`src/rtl/core_scheduler.sv`:
```
// ============================================================================
// core_scheduler
// ----------------------------------------------------------------------------
// Per-core instruction sequencer. It walks every instruction through
// FETCH -> DECODE -> REQUEST -> WAIT -> EXECUTE -> UPDATE. It holds the core
// in FETCH until the fetcher has the instruction, and in WAIT until every
// enabled thread's LSU has finished. At UPDATE it either retires the block
// (RET) or takes the PC of the lowest-index enabled thread.
//
// Optional feature (compile-time macro):
//   SCHED_DIVERGENCE_CHECK_EN - when defined, UPDATE compares the next_pc of
//                               every enabled thread. A mismatch sets a sticky
//                               error flag and retires the block. When it is
//                               not defined, error is tied to 0.
//
// Parameters:
//   THREADS  - number of thread lanes sequenced by this core
//   PC_BITS  - program counter width
//
// Ports:
//   clk                      in   single clock, rising edge
//   reset                    in   asynchronous reset, active low
//   start                    in   launches block execution (sampled in IDLE only)
//   thread_enable[THREADS]   in   active-thread mask, bit i = thread i
//   fetch_req                out  instruction fetch request (FETCH state only)
//   fetch_done               in   fetcher holds a valid instruction
//   decoded_mem_read_enable  in   current instruction reads memory
//   decoded_mem_write_enable in   current instruction writes memory
//   decoded_ret              in   current instruction is RET
//   lsu_state[2*THREADS]     in   per-thread LSU state (00 idle, 01 req, 10 wait, 11 done)
//   next_pc[PC_BITS*THREADS] in   per-thread next PC from the PC units
//   core_state[3]            out  registered sequencer state
//   current_pc[PC_BITS]      out  PC of the instruction being executed
//   done                     out  block finished (held until reset)
//   error                    out  thread divergence detected (sticky)
// ============================================================================
module core_scheduler #(
    parameter int THREADS = 4,
    parameter int PC_BITS = 8
) (
    input  logic                       clk,
    input  logic                       reset,
    input  logic                       start,
    input  logic [THREADS-1:0]         thread_enable,
    output logic                       fetch_req,
    input  logic                       fetch_done,
    input  logic                       decoded_mem_read_enable,
    input  logic                       decoded_mem_write_enable,
    input  logic                       decoded_ret,
    input  logic [2*THREADS-1:0]       lsu_state,
    input  logic [PC_BITS*THREADS-1:0] next_pc,
    output logic [2:0]                 core_state,
    output logic [PC_BITS-1:0]         current_pc,
    output logic                       done,
    output logic                       error
);

    localparam logic [2:0] S_IDLE    = 3'b000;
    localparam logic [2:0] S_FETCH   = 3'b001;
    localparam logic [2:0] S_DECODE  = 3'b010;
    localparam logic [2:0] S_REQUEST = 3'b011;
    localparam logic [2:0] S_WAIT    = 3'b100;
    localparam logic [2:0] S_EXECUTE = 3'b101;
    localparam logic [2:0] S_UPDATE  = 3'b110;
    localparam logic [2:0] S_DONE    = 3'b111;

    localparam logic [1:0] LSU_REQUESTING = 2'b01;
    localparam logic [1:0] LSU_WAITING    = 2'b10;

    logic [2:0]         state_reg, state_next;
    logic [PC_BITS-1:0] pc_reg, pc_next;
    logic               done_reg, done_next;

    // Per-thread views of the packed input buses.
    logic [PC_BITS-1:0] thread_pc [THREADS];
    logic [THREADS-1:0] lsu_busy;

    genvar gi;
    generate
        for (gi = 0; gi < THREADS; gi++) begin : g_thread
            assign thread_pc[gi] = next_pc[gi*PC_BITS +: PC_BITS];
            // A disabled thread never holds the core in WAIT, whatever its LSU reports.
            assign lsu_busy[gi]  = thread_enable[gi] &&
                                   ((lsu_state[2*gi +: 2] == LSU_REQUESTING) ||
                                    (lsu_state[2*gi +: 2] == LSU_WAITING));
        end
    endgenerate

    // PC of the lowest-index enabled thread. The loop scans downward, so the
    // last hit is the lowest index. With an empty mask the default is thread 0.
    logic [PC_BITS-1:0] sel_pc;
    always_comb begin
        sel_pc = thread_pc[0];
        for (int i = THREADS - 1; i >= 0; i--) begin
            if (thread_enable[i]) begin
                sel_pc = thread_pc[i];
            end
        end
    end

    logic mem_op;
    assign mem_op = decoded_mem_read_enable || decoded_mem_write_enable;

`ifdef SCHED_DIVERGENCE_CHECK_EN
    logic               error_reg, error_next;
    logic [THREADS-1:0] diverge_bits;
    logic               diverge;

    generate
        for (gi = 0; gi < THREADS; gi++) begin : g_diverge
            assign diverge_bits[gi] = thread_enable[gi] && (thread_pc[gi] != sel_pc);
        end
    endgenerate

    assign diverge = |diverge_bits;
    assign error   = error_reg;
`else
    assign error = 1'b0;
`endif

    always_comb begin
        state_next = state_reg;
        pc_next    = pc_reg;
        done_next  = done_reg;
`ifdef SCHED_DIVERGENCE_CHECK_EN
        error_next = error_reg;
`endif
        case (state_reg)
            S_IDLE: begin
                if (start) begin
                    state_next = S_FETCH;
                    pc_next    = '0;
                end
            end
            S_FETCH: begin
                if (fetch_done) begin
                    state_next = S_DECODE;
                end
            end
            S_DECODE:  state_next = S_REQUEST;
            S_REQUEST: state_next = S_WAIT;
            S_WAIT: begin
                // Instructions without a memory op spend exactly one cycle here.
                if (!mem_op || !(|lsu_busy)) begin
                    state_next = S_EXECUTE;
                end
            end
            S_EXECUTE: state_next = S_UPDATE;
            S_UPDATE: begin
                if (decoded_ret) begin
                    state_next = S_DONE;
                    done_next  = 1'b1;
                end else begin
                    // The PC units own increment and wrap-around; take their value as is.
                    pc_next    = sel_pc;
                    state_next = S_FETCH;
`ifdef SCHED_DIVERGENCE_CHECK_EN
                    if (diverge) begin
                        pc_next    = pc_reg;
                        state_next = S_DONE;
                        done_next  = 1'b1;
                        error_next = 1'b1;
                    end
`endif
                end
            end
            S_DONE:    state_next = S_DONE;
            default:   state_next = S_IDLE;
        endcase
    end

    always_ff @(posedge clk or negedge reset) begin
        if (!reset) begin
            state_reg <= S_IDLE;
            pc_reg    <= '0;
            done_reg  <= 1'b0;
`ifdef SCHED_DIVERGENCE_CHECK_EN
            error_reg <= 1'b0;
`endif
        end else begin
            state_reg <= state_next;
            pc_reg    <= pc_next;
            done_reg  <= done_next;
`ifdef SCHED_DIVERGENCE_CHECK_EN
            error_reg <= error_next;
`endif
        end
    end

    assign core_state = state_reg;
    assign current_pc = pc_reg;
    assign done       = done_reg;
    // Decoded from the registered state, so it drops as soon as reset asserts.
    assign fetch_req  = (state_reg == S_FETCH);

endmodule

```
`config.mk`:
```
export PLATFORM = sky130hd
export DESIGN_NAME = core_scheduler
export DESIGN_NICKNAME = d
export VERILOG_FILES = /design/src/rtl/core_scheduler.sv
export SDC_FILE = /design/constraint.sdc
export NUM_CORES = 1
export LEC_CHECK = 0
export CAP_MARGIN = 20
export CORE_MARGIN = 5
export CORE_UTILIZATION = 35
export CTS_CLUSTER_SIZE = 20
export DETAILED_ROUTE_END_ITERATION = 8
export GPL_TIMING_DRIVEN = 0
export PLACE_DENSITY = 0.79
export SLEW_MARGIN = 20
export SYNTH_ARGS = -nofsm -noshare
export SYNTH_HDL_FRONTEND = slang
export SYNTH_SLANG_ARGS = --single-unit
export TNS_END_PERCENT = 30
```
`constraint.sdc`:
```
create_clock -name clk -period 1.7 [get_ports clk]
set_input_delay 0.34 -clock clk [delete_from_list [all_inputs] [get_ports clk]]
set_output_delay 0.34 -clock clk [all_outputs]
set_load 0.1 [all_outputs]
```
# After elaboration in Yosys (flattened, before gate mapping)
# Cells that the tools add are included.
# classes
n_eq_ne,19
muxes,12
n_reduce_logical,18
# op_table
cell,count
$mux 8,6
$pmux 3 s8,1
$pmux 8 s2,1
$eq 3x3->1 const B,4
$mux 3,4
$eq 2x1->1 const B,4
$eq 2x2->1 const B,4
$eq 3x2->1 const B,2
$logic_or 1x1->1,6
$ne 2x2->1 const B,3
$reduce_and 3->1,2
$logic_and 1x1->1,4
$reduce_or 4->1,1
$eq 3x1->1 const B,1
$logic_not 3->1,1
$logic_not 1->1,2
$ne 2x1->1 const B,1
$reduce_and 2->1,1
$reduce_bool 2->1,1
# word_totals
register_bits,12

# Depth between registers and ports, before layout
# depth
depth_word,8
mapped_depth,5
mapped_depth_nobuf,4

# Worst setup path after synthesis
# OpenSTA, ideal clock, no wires.
# synth_timing
path_type,register to output
start,"register state_reg[0], in the netlist core_state[0]"
end,output port fetch_req
arrival_time_ns,2.471
required_ns,1.360
setup_slack_ns,-1.111
path_stages_with_launch,3
path_cell_list,dfrtp_1 > nand2b_1 > nor2_1
# synth_between
elab_chain_len,1
# synth_lines
item,line,rtl
start: declaration,70,"logic [2:0] state_reg, state_next;"
start signal: assignment,181,state_reg <= state_next;
$eq 3x1->1,194,assign fetch_req = (state_reg == S_FETCH);
end: declaration,45,"output logic fetch_req,"
# No other way between the ends.

# Worst setup path in the final report
# layout_timing
start,"register state_reg[0], in the netlist core_state[0]"
end,output port core_state[0]
# layout_rtl
item,line,rtl
end: declaration,52,"output logic [2:0] core_state,"
# No word-level cell between the ends.

==> results.txt <==
The run finished with clean final reports. After floorplanning, the core was sized to cover 2690 um2. Counting flops with a built-in enable in the synthesized netlist gives 0. Each instance of the synthesized netlist takes up on average roughly 9.8 um2. Setup repair after global routing left no endpoint under its margin.

The initial standard-cell utilization of the core is 35.7%. By instance count, the leading cell after synthesis is sky130_fd_sc_hd__dfrtp_1. Dividing the detail-routed wire length by the instance count gives 15.4 um. In this run the remaining antenna-violating nets after routing total 0. TritonCTS built the clock tree. In this run the static leakage power is 0.683 nW. The final estimated routing congestion in global placement came out at 0.835. The final number of hold-violating endpoints is 0. The worst voltage drop across the vdd grid is 1560 uV.

The via count of the first global-routing pass is roughly 1100. The max-slew violation count is 0. TritonCTS created 3 clock buffers. The number of top-level pins is between 60 and 70. Of all cell types, the one taking the most synthesized area is sky130_fd_sc_hd__dfrtp_1.

The number of nets handed over by synthesis was around 150. The share of the clock period used by the worst path after layout is between 90 and 100%. Summed over all nets, the half-perimeter wirelength after detailed placement is ~2500 um.

The total of cells resized after clock tree synthesis is between 40 and 50. The cell at the root of the clock tree is sky130_fd_sc_hd__clkbuf_4. The cell area after synthesis is ~960 um2. The number of gates on the worst path with buffers counted came out at 1. The number of different library cells in the post-synthesis netlist came out at 26. The die outline area is 3890 um2.

The count of standard-cell rows is 19. The worst setup path is captured at a primary output. The depth of the worst register-to-register path came out at 5. On the critical path the largest part of the delay comes from buffers and inverters.

The total of buffers placed on input and output ports came out at 60. The slowest cell on the critical path is sky130_fd_sc_hd__clkdlybuf4s15_2. The floorplan die width is 62.4 um. The antenna diode count is 0. The global-route wire length before repair is 4820 um.

The number of flip-flops in the largest register came out at 8. The proportion of synthesized chip area in sequential cells is 31.3%. The total iterations of the first detailed-routing run came out at 4. The final wirelength came out at roughly 3000 um. Sorting the synthesized cells by area gives the leading types as sky130_fd_sc_hd__dfrtp_1 (31%), sky130_fd_sc_hd__mux2_4 (13%), sky130_fd_sc_hd__a32o_1 (8.3%). The final setup violation count came out at 0. The via-per-instance ratio came out at 5.18. The worst setup path is of the flip-flop to primary output kind. The DRC violation count after routing came out at 0. The setup fix buffers added after clock tree synthesis is 0.

The H-tree depth came out at 1. The number of sinks on the clock net came out at 12. For this run, the top clock speed supported by timing is just over 0.6 GHz. The signal on the critical path passes through clkdlybuf4s15_2. For the final database, setup skew stands at 0.00512 ns.

The clock network latency to the later pin of the worst-skew pair is 0.26 ns. The data arrival time of the critical path came out at approximately 1.3 ns. The total power after layout came out at 2.43 mW. The largest buffer count on any clock path is 2. The final critical path time including I/O delays and setup came out at 1.63 ns. The number of design-rule violations left by the first detailed-router iteration came out at 19. The commonest cells after synthesis are sky130_fd_sc_hd__dfrtp_1 (12), sky130_fd_sc_hd__a21oi_1 (10), sky130_fd_sc_hd__nand2b_1 (9). The worst-path maximum fanout came out at 8.

The max-slew headroom at the worst pin came out at 62.5%. The worst min-delay path category is input port to asynchronous set/reset pin. The cell count after synthesis is 98. Cells with a size suffix above 1 make up about a quarter of the layout. The combined buffer and inverter count along the critical path came out at 1. The power per unit of standard cell area came out at 1470 nW/um2.

The final layout contains 214 nets. After global routing the overflow that remains totals 0. The synthesis-stage register bit count came out at 12. In this run the vertical extent of the chip is 62.4 um. The share of async-settable or async-resettable flops after synthesis is 100%.

The slew of the pin with the lowest slew margin came out at 0.566 ns. Compared with the post-synthesis result, the final layout area differs by 72.2%. The top cell type by area accounts for 31.3% of the synthesized area. The final hold slack is 0.411 ns.

The pin count of the biggest net entering global routing is 13. For this run, the leading register cell type out of synthesis is sky130_fd_sc_hd__dfrtp_1. After clock tree synthesis, the clock-pin slew on the worst setup and hold paths is 0.07 ns.

Global routing used between 10 and 15% of the available tracks. STA puts the critical path data required time at between 1 and 1.5 ns. The number of antenna violations at the first check in global routing is 0. The type of origin of the critical path is a flip-flop.

The final route contains 999 vias. Across the run, the number of max-cap violations was 0. The final core area utilization is between 60% and 70%. The number of buffers added to fix hold violations after cts came out at 0.

The largest incremental delay on the critical path came out at 0.58 ns. The number of filler instances in the final layout came out at 233. The number of warnings issued by yosys is 0.
## through the flow
| stage | area, um2 | worst slack [ns] | TNS (ns) | cells |
|---|---|---|---|---|
| after global routing | 1650 | 0.00674 | 0 | 193 |
| after floorplan | 971 | -0.0872 | -0.0872 | 98 |
| final | 1650 | 0.0689 | 0 | 193 |
| after detailed placement | 1610 | -0.545 | -2.25 | 189 |
| after CTS | 1650 | -0.116 | -0.116 | 193 |
| after global placement | 1610 | -0.534 | -2.14 | 189 |
## routing by layer
layer	up-vias	wire [um]	GRT usage (%)
li1	488	-	-
met1	466	1170	16.8
met2	43	1550	26.4
met3	2	230	6.13
met4	0	21	2.65
met5	-	0	0
## path summary, 6_finish.rpt
path / startpoint / slack (ns) / endpoint
max: core_state[0] / 0.07 / core_state[0]
max reg2reg: core_state[1] / 0.34 / current_pc[1]
min in group clk: thread_enable[2] / 0.45 / core_state[0]
max in group asynchronous: reset / 0.91 / core_state[1]
min: reset / 0.41 / current_pc[6]
min reg2reg: done / 0.49 / done
## cells in the final DEF (no fill, tap or decap), types with 3 or more instances in the layout
| cell type | synthesis | layout |
|---|---|---|
| sky130_fd_sc_hd__nand2_1 | 3 | 3 |
| sky130_fd_sc_hd__a32o_1 | 8 | 8 |
| sky130_fd_sc_hd__nand2b_1 | 9 | 8 |
| sky130_fd_sc_hd__dfrtp_2 | 0 | 3 |
| sky130_fd_sc_hd__mux2_4 | 8 | 8 |
| sky130_fd_sc_hd__xor2_1 | 4 | 4 |
| sky130_fd_sc_hd__a21oi_1 | 10 | 10 |
| sky130_fd_sc_hd__o21ai_1 | 8 | 8 |
| sky130_fd_sc_hd__nor2_1 | 6 | 5 |
| sky130_fd_sc_hd__dfrtp_1 | 12 | 9 |
| sky130_fd_sc_hd__clkdlybuf4s50_1 | 0 | 47 |
| sky130_fd_sc_hd__buf_2 | 3 | 3 |
| sky130_fd_sc_hd__mux2i_1 | 8 | 8 |
| sky130_fd_sc_hd__clkbuf_4 | 0 | 3 |
| sky130_fd_sc_hd__clkdlybuf4s15_2 | 0 | 11 |
## where the power goes
part	switching, mW	leakage [nW]	internal, mW	total [mW]
sequential	0.108	0.141	0.414	0.522
clock	0.0883	0.0150	0.0906	0.179
combinational	1.24	0.528	0.487	1.73
## cell type report
type | instances | area [um2] | share of cell area, %
repair buffers | 60 | 614 | 37.2
plain buffers | 7 | 61.3 | 3.71
well taps | 31 | 38.8 | 2.35
multi-input cells | 79 | 608 | 36.8
clock buffers | 4 | 26.3 | 1.59
flip-flops and latches | 12 | 304 | 18.4
## logic make-up after synthesis
group / share of synthesized area [%]
AOI/OAI and AO/OA: 23.2
and+or+nand+nor: 14.2
muxes: 20.9
DFF: 31.3
buffers and inverters: 6.39
xor gates and xnor gates: 3.65
other: 0.391
Power figures use the tool's default switching activity.
